## config.mk

```make
export PLATFORM = sky130hd
export DESIGN_NAME = ex_muldiv
export DESIGN_NICKNAME = d
export VERILOG_FILES = /design/src/rtl/ex_muldiv.sv
export SDC_FILE = /design/constraint.sdc
export NUM_CORES = 1
export LEC_CHECK = 0
export BUFFER_PORTS_ARGS = -buffer_cell sky130_fd_sc_hd__buf_2
export CORE_MARGIN = 2
export CORE_UTILIZATION = 50
export DETAILED_ROUTE_END_ITERATION = 12
export GPL_TIMING_DRIVEN = 0
export PLACE_DENSITY = 0.68
export SETUP_SLACK_MARGIN = 0.1
export SLEW_MARGIN = 10
export SYNTH_ARGS = -nofsm -noshare
export SYNTH_HDL_FRONTEND = slang
export SYNTH_SLANG_ARGS = --single-unit
```

## constraint.sdc

```tcl
create_clock -name clk -period 7.27 [get_ports clk]
set_input_delay 1.0905 -clock clk [delete_from_list [all_inputs] [get_ports clk]]
set_output_delay 1.0905 -clock clk [all_outputs]
set_load 0.01 [all_outputs]
```

## src/rtl/ex_muldiv.sv

```systemverilog
// Iterative RV32M multiply/divide unit for the EX stage: 32-cycle shift-add multiply
// and restoring divide on magnitudes, with a one-cycle path for divide-by-zero and overflow.
module ex_muldiv (
  input  logic        clk,
  input  logic        rst_n,
  input  logic        exMD,
  input  logic [2:0]  exfunct3,
  input  logic [31:0] exOperand1,
  input  logic [31:0] exOperand2,
  input  logic [4:0]  exRegDes,
  input  logic        flush,
  output logic        mdStall,
  output logic        mdDone,
  output logic [31:0] mdResult,
  output logic [4:0]  mdRegDes
);

  typedef enum logic [1:0] {IDLE, CALC, DONE} state_t;

  state_t      state_reg, state_next;
  logic [5:0]  cnt_reg;
  logic [63:0] acc_reg;
  logic [31:0] opnd_reg;
  logic [2:0]  f3_reg;
  logic [4:0]  rd_reg;
  logic        neg_reg;
  logic        rneg_reg;
  logic [31:0] md_result_reg;
  logic [4:0]  md_regdes_reg;

  // Operand decode on the incoming instruction
  logic        is_div, op1_signed, op2_signed, s1, s2;
  logic [31:0] mag1, mag2;
  logic        div_zero, div_ovf, fast, start;
  logic [31:0] fast_val;

  always_comb begin
    is_div     = exfunct3[2];
    op1_signed = is_div ? ~exfunct3[0] : (exfunct3[1:0] != 2'b11);
    op2_signed = is_div ? ~exfunct3[0] : (exfunct3[1] == 1'b0);
    s1         = op1_signed & exOperand1[31];
    s2         = op2_signed & exOperand2[31];
    mag1       = s1 ? (32'd0 - exOperand1) : exOperand1;
    mag2       = s2 ? (32'd0 - exOperand2) : exOperand2;
    div_zero   = is_div && (exOperand2 == 32'd0);
    div_ovf    = is_div && !exfunct3[0] && (exOperand1 == 32'h8000_0000)
                 && (exOperand2 == 32'hFFFF_FFFF);
    fast       = div_zero | div_ovf;
    if (div_zero)
      fast_val = exfunct3[1] ? exOperand1 : 32'hFFFF_FFFF;
    else
      fast_val = exfunct3[1] ? 32'd0 : 32'h8000_0000;
    start      = (state_reg == IDLE) && exMD && !flush;
  end

  // One iteration step: acc holds {hi, lo} = {partial product, multiplier}
  // for multiply, {remainder, dividend/quotient} for divide.
  logic [32:0] mul_sum, div_shift, div_diff;
  logic        div_ge;
  logic [63:0] acc_next;
  logic [63:0] prod_signed;
  logic [31:0] quot, rem, final_val;

  always_comb begin
    mul_sum   = {1'b0, acc_reg[63:32]} + (acc_reg[0] ? {1'b0, opnd_reg} : 33'd0);
    div_shift = {acc_reg[63:32], acc_reg[31]};
    div_diff  = div_shift - {1'b0, opnd_reg};
    div_ge    = ~div_diff[32];
    if (f3_reg[2])
      acc_next = {(div_ge ? div_diff[31:0] : div_shift[31:0]), acc_reg[30:0], div_ge};
    else
      acc_next = {mul_sum, acc_reg[31:1]};

    prod_signed = neg_reg ? (64'd0 - acc_next) : acc_next;
    quot        = neg_reg ? (32'd0 - acc_next[31:0]) : acc_next[31:0];
    rem         = rneg_reg ? (32'd0 - acc_next[63:32]) : acc_next[63:32];
    if (f3_reg[2])
      final_val = f3_reg[1] ? rem : quot;
    else
      final_val = (f3_reg[1:0] == 2'b00) ? prod_signed[31:0] : prod_signed[63:32];
  end

  always_ff @(posedge clk) begin
    if (!rst_n)
      state_reg <= IDLE;
    else
      state_reg <= state_next;
  end

  always_comb begin
    state_next = state_reg;
    mdStall    = 1'b0;
    mdDone     = 1'b0;
    case (state_reg)
      IDLE: begin
        if (start)
          state_next = fast ? DONE : CALC;
      end
      CALC: begin
        if (cnt_reg == 6'd31)
          state_next = DONE;
      end
      DONE: begin
        state_next = IDLE;
        mdDone     = 1'b1;
      end
      default: state_next = IDLE;
    endcase
    if (flush)
      state_next = IDLE;
    mdStall = rst_n && (start || (state_reg == CALC));
  end

  always_ff @(posedge clk) begin
    if (!rst_n) begin
      cnt_reg       <= 6'd0;
      acc_reg       <= 64'd0;
      opnd_reg      <= 32'd0;
      f3_reg        <= 3'd0;
      rd_reg        <= 5'd0;
      neg_reg       <= 1'b0;
      rneg_reg      <= 1'b0;
      md_result_reg <= 32'd0;
      md_regdes_reg <= 5'd0;
    end else begin
      case (state_reg)
        IDLE: begin
          if (start) begin
            cnt_reg  <= 6'd0;
            acc_reg  <= {32'd0, (is_div ? mag1 : mag2)};
            opnd_reg <= is_div ? mag2 : mag1;
            f3_reg   <= exfunct3;
            rd_reg   <= exRegDes;
            neg_reg  <= s1 ^ s2;
            rneg_reg <= s1;
            if (fast) begin
              md_result_reg <= fast_val;
              md_regdes_reg <= exRegDes;
            end
          end
        end
        CALC: begin
          if (!flush) begin
            acc_reg <= acc_next;
            cnt_reg <= cnt_reg + 6'd1;
            if (cnt_reg == 6'd31) begin
              md_result_reg <= final_val;
              md_regdes_reg <= rd_reg;
            end
          end
        end
        default: ;
      endcase
    end
  end

  assign mdResult = md_result_reg;
  assign mdRegDes = md_regdes_reg;

endmodule

```

==> flow_summary.ini <==
[job]
max_cap_viol_count = 0

[setup_path]
reg2regPathDepth = 25
rrSetupSlack_ns = 0.24
cp_max_fo = 7
critPathRequiredTime_ns = 7.61
crit_type = flip-flop to flip-flop
worst_r2r_startpoint = acc_reg[31]
setup.worst_path.end_class = flip-flop
crit-reg2reg-capture = mdResult[26]
crit_path_start_kind = flip-flop
cp.arrival_ns = 7.37

[floorplanning]
row_count = 67
die_w_um = 188
die_h_um = 188
fp.coreArea_mm2 = 0.0334
ios = 115
initial_utilization_pct = 50.5
die_area_mm2 = 0.0352

[clocking]
clkTransAtPathRegs_ns = 0.07
cts_made_buffers = 17
cts-root-buf = sky130_fd_sc_hd__clkbuf_16
clock_tree.buffer_depth = 2
cts.sinks = 151
insertion_delay_ns = 0.46
h-tree-depth = 4
postCtsSetupRepairBufs = 0
cts_tree = built

[timing]
timing.final.ws_setup_ns = 0.240
min_period_over_period_pct = 96.7
fin_skew_ns = 0.0105
timing_worst_slew_pin_value_ns = 1.24
timing.final.hold_violations = 0
rsz_0062_raised_after_global_routing = no
fin_crit_ns = 7.03
final_max_slew_viol_count = 0
timing.final.setup_violations = 0
max_freq_ghz = 0.142
setup_tns_ns = 0
slew_headroom_pct = 16.2

[global_route]
grt_antenna_before_repair = 0
wire_length_of_the_first_global_routing_pass_um = 120000
global_route.usage.total_pct = 45.5
global_route.overflow_total = 0
pin_count_of_the_biggest_net_entering_global_routing = 17
via_count_of_the_first_global_routing_pass = 19200

[drt]
wire_per_inst_um = 27.4
drtIter0Drc = 2546
vias = 20400
drc_markers = 0
detailedRoute.firstPassIterationCount = 6
final_antenna_net_count = 0
drt-vias-per-instance = 6.83
drt_wl_total_um = 82000

[synthesis]
synthesis.nets = 2542
ys_async_sr_fraction_pct = 0
synthCells = 2394
synth-seq-cells = 151
most_used_flip_flop_cell_after_synthesis = sky130_fd_sc_hd__dfxtp_1
synth_enable_flop_cells = 0
yosys_warnings = 0
synth.avg_cell_area_um2 = 7.03
ys_seq_area_share_pct = 18.0
yosys.cell_types.count = 111
netlist_area_mm2 = 0.0168

[outcome]
run_status = finished clean

[placement]
place.detailed.hpwl_um = 66900
place.port_buffers = 113
pre_cts_ws_ns = 0.0506
placement.cell_area_mm2 = 0.0180
gp_routability_congestion = 1.11

[finish]
post_route_cells_drive_above_1_share_pct = 9.57
antenna_cells = 0
nNetsFinal = 2674
postLayoutCellArea_mm2 = 0.0185
flip_flop_count_of_the_largest_register_all_copies_and_words_added = 64
flow.area_growth_from_synthesis_pct = 10.1

[power_and_ir_drop]
report.power.total_w = 0.00287
vdd_drop_max_mv = 0.176
power_density_mw_per_mm2 = 155
power.static_leakage_nw = 6.99

[min_path]
timing.hold.worst_endpoint = rd_reg[3]
hp-start = rd_reg[3]
worstHoldPathType = flip-flop to flip-flop
holdPathStages = 2
layout by cell type, fill, tap and decap left out, drive strengths merged, types with 28 or more instances in the layout:
master,synthesis,final
buf,37,150
nor2,273,273
nand2b,28,28
nor4,30,30
xnor2,107,107
a22oi,31,31
mux2i,74,74
a211oi,46,46
inv,79,84
ha,70,70
and2,47,47
nand2,262,262
dfxtp,151,151
o211ai,63,63
nand4,32,32
nand3,39,39
xor2,69,69
o21ai,206,206
a21oi,202,202
nor3,77,77
a31oi,33,33
clkbuf,115,136
logic make-up (layout without fill, tap and decap cells):
group,Yosys count,in the layout,share of synthesized area [%]
flip-flops,151,151,18.0
XOR/XNOR,176,176,9.15
multiplexers,81,81,4.89
adder cells (fa/ha/maj),72,72,5.44
AND/OR/NAND/NOR,876,876,25.0
buffers and inverters,232,377,5.52
AO/OA/AOI/OAI,806,806,32.0
through the flow:
step                      cells  hold slack, ns  util [%]
after floorplan            2394           0.437         -
after global placement     2955           0.443      53.8
after detailed placement   2955           0.448      53.8
after CTS                  2987           0.457      55.5
after global routing       2987           0.483      55.6
final                      2987           0.456      55.6
worst max path at each step:
stage                   endpoint  depth (start not counted)  slack (ns)    startpoint
CTS                 mdResult[20]                         25        0.21   acc_reg[31]
floorplan           mdResult[26]                         25        1.79   acc_reg[31]
global placement    mdResult[20]                         25        0.11   acc_reg[31]
detailed placement  mdResult[20]                         25        0.05   acc_reg[31]
finish              mdResult[26]                         25        0.24   acc_reg[31]
global route        mdResult[28]                         23        0.10  opnd_reg[26]
cell usage after synthesis (all sizes together), types with 46 or more instances:
library cell  number  area share, %
clkbuf           115            2.6
xnor2            107            5.6
o21ai            206            6.2
and2              47            1.7
nor2             273            6.2
dfxtp            151             18
nor3              77            2.5
a21oi            202            6.1
nand2            262            5.9
inv               79            1.8
mux2i             74            4.4
a211oi            46            2.1
xor2              69            3.6
o211ai            63            2.9
ha                70            5.2
final cells by class:
type                    count  area, µm²
multi-input cells        2011      12900
inverters                  80        300
repair buffers            113        566
fillers                  3407      14800
clock buffers              21        460
plain buffers             152        629
well taps                 448        561
flip-flops and latches    151       3020
clock inverters            11       90.1
worst max-delay path, cell delays in order (launching register included):
cell and delay (ns):
sky130_fd_sc_hd__dfxtp_1 0.38, sky130_fd_sc_hd__inv_1 0.08, sky130_fd_sc_hd__ha_1 0.17, sky130_fd_sc_hd__inv_1 0.06, sky130_fd_sc_hd__fa_1 0.42, sky130_fd_sc_hd__a211oi_2 0.33
sky130_fd_sc_hd__o211ai_2 0.23, sky130_fd_sc_hd__o211a_4 0.32, sky130_fd_sc_hd__o311a_4 0.41, sky130_fd_sc_hd__o31ai_4 0.40, sky130_fd_sc_hd__nor2_2 0.16, sky130_fd_sc_hd__or2_2 0.37
sky130_fd_sc_hd__inv_1 0.12, sky130_fd_sc_hd__ha_1 0.25, sky130_fd_sc_hd__o2111ai_1 0.20, sky130_fd_sc_hd__nor3_1 0.43, sky130_fd_sc_hd__o21ai_1 0.32, sky130_fd_sc_hd__nor4_1 0.31
sky130_fd_sc_hd__nand2_1 0.15, sky130_fd_sc_hd__o21bai_1 0.24, sky130_fd_sc_hd__or4_1 0.49, sky130_fd_sc_hd__nand2b_4 0.21, sky130_fd_sc_hd__o31ai_4 0.19, sky130_fd_sc_hd__xnor2_1 0.22
sky130_fd_sc_hd__a221oi_2 0.14, sky130_fd_sc_hd__a2111oi_1 0.33
metal layers:
| layer | GRT usage, % | wire (µm) | vias to the layer above |
|---|---|---|---|
| met5 | 0 | 0 | - |
| met2 | 72.4 | 35600 | 1373 |
| li1 | - | - | 9084 |
| met4 | 36.2 | 7790 | 0 |
| met1 | 52.5 | 29300 | 9579 |
| met3 | 10.8 | 9290 | 370 |
where the power goes:
part	internal, W	switching (W)
Sequential	0.000862	0.0000496
Clock	0.000461	0.000404
Combinational	0.000338	0.000756
Total	0.00166	0.00121
timing repair:
item | 4_1_cts | 5_1_grt
hold buffers | 0 | 0
resized for setup | 1 | 3
pin swaps | 0 | 0
setup endpoints to repair | 1 | 3
Power figures use the tool's default switching activity.
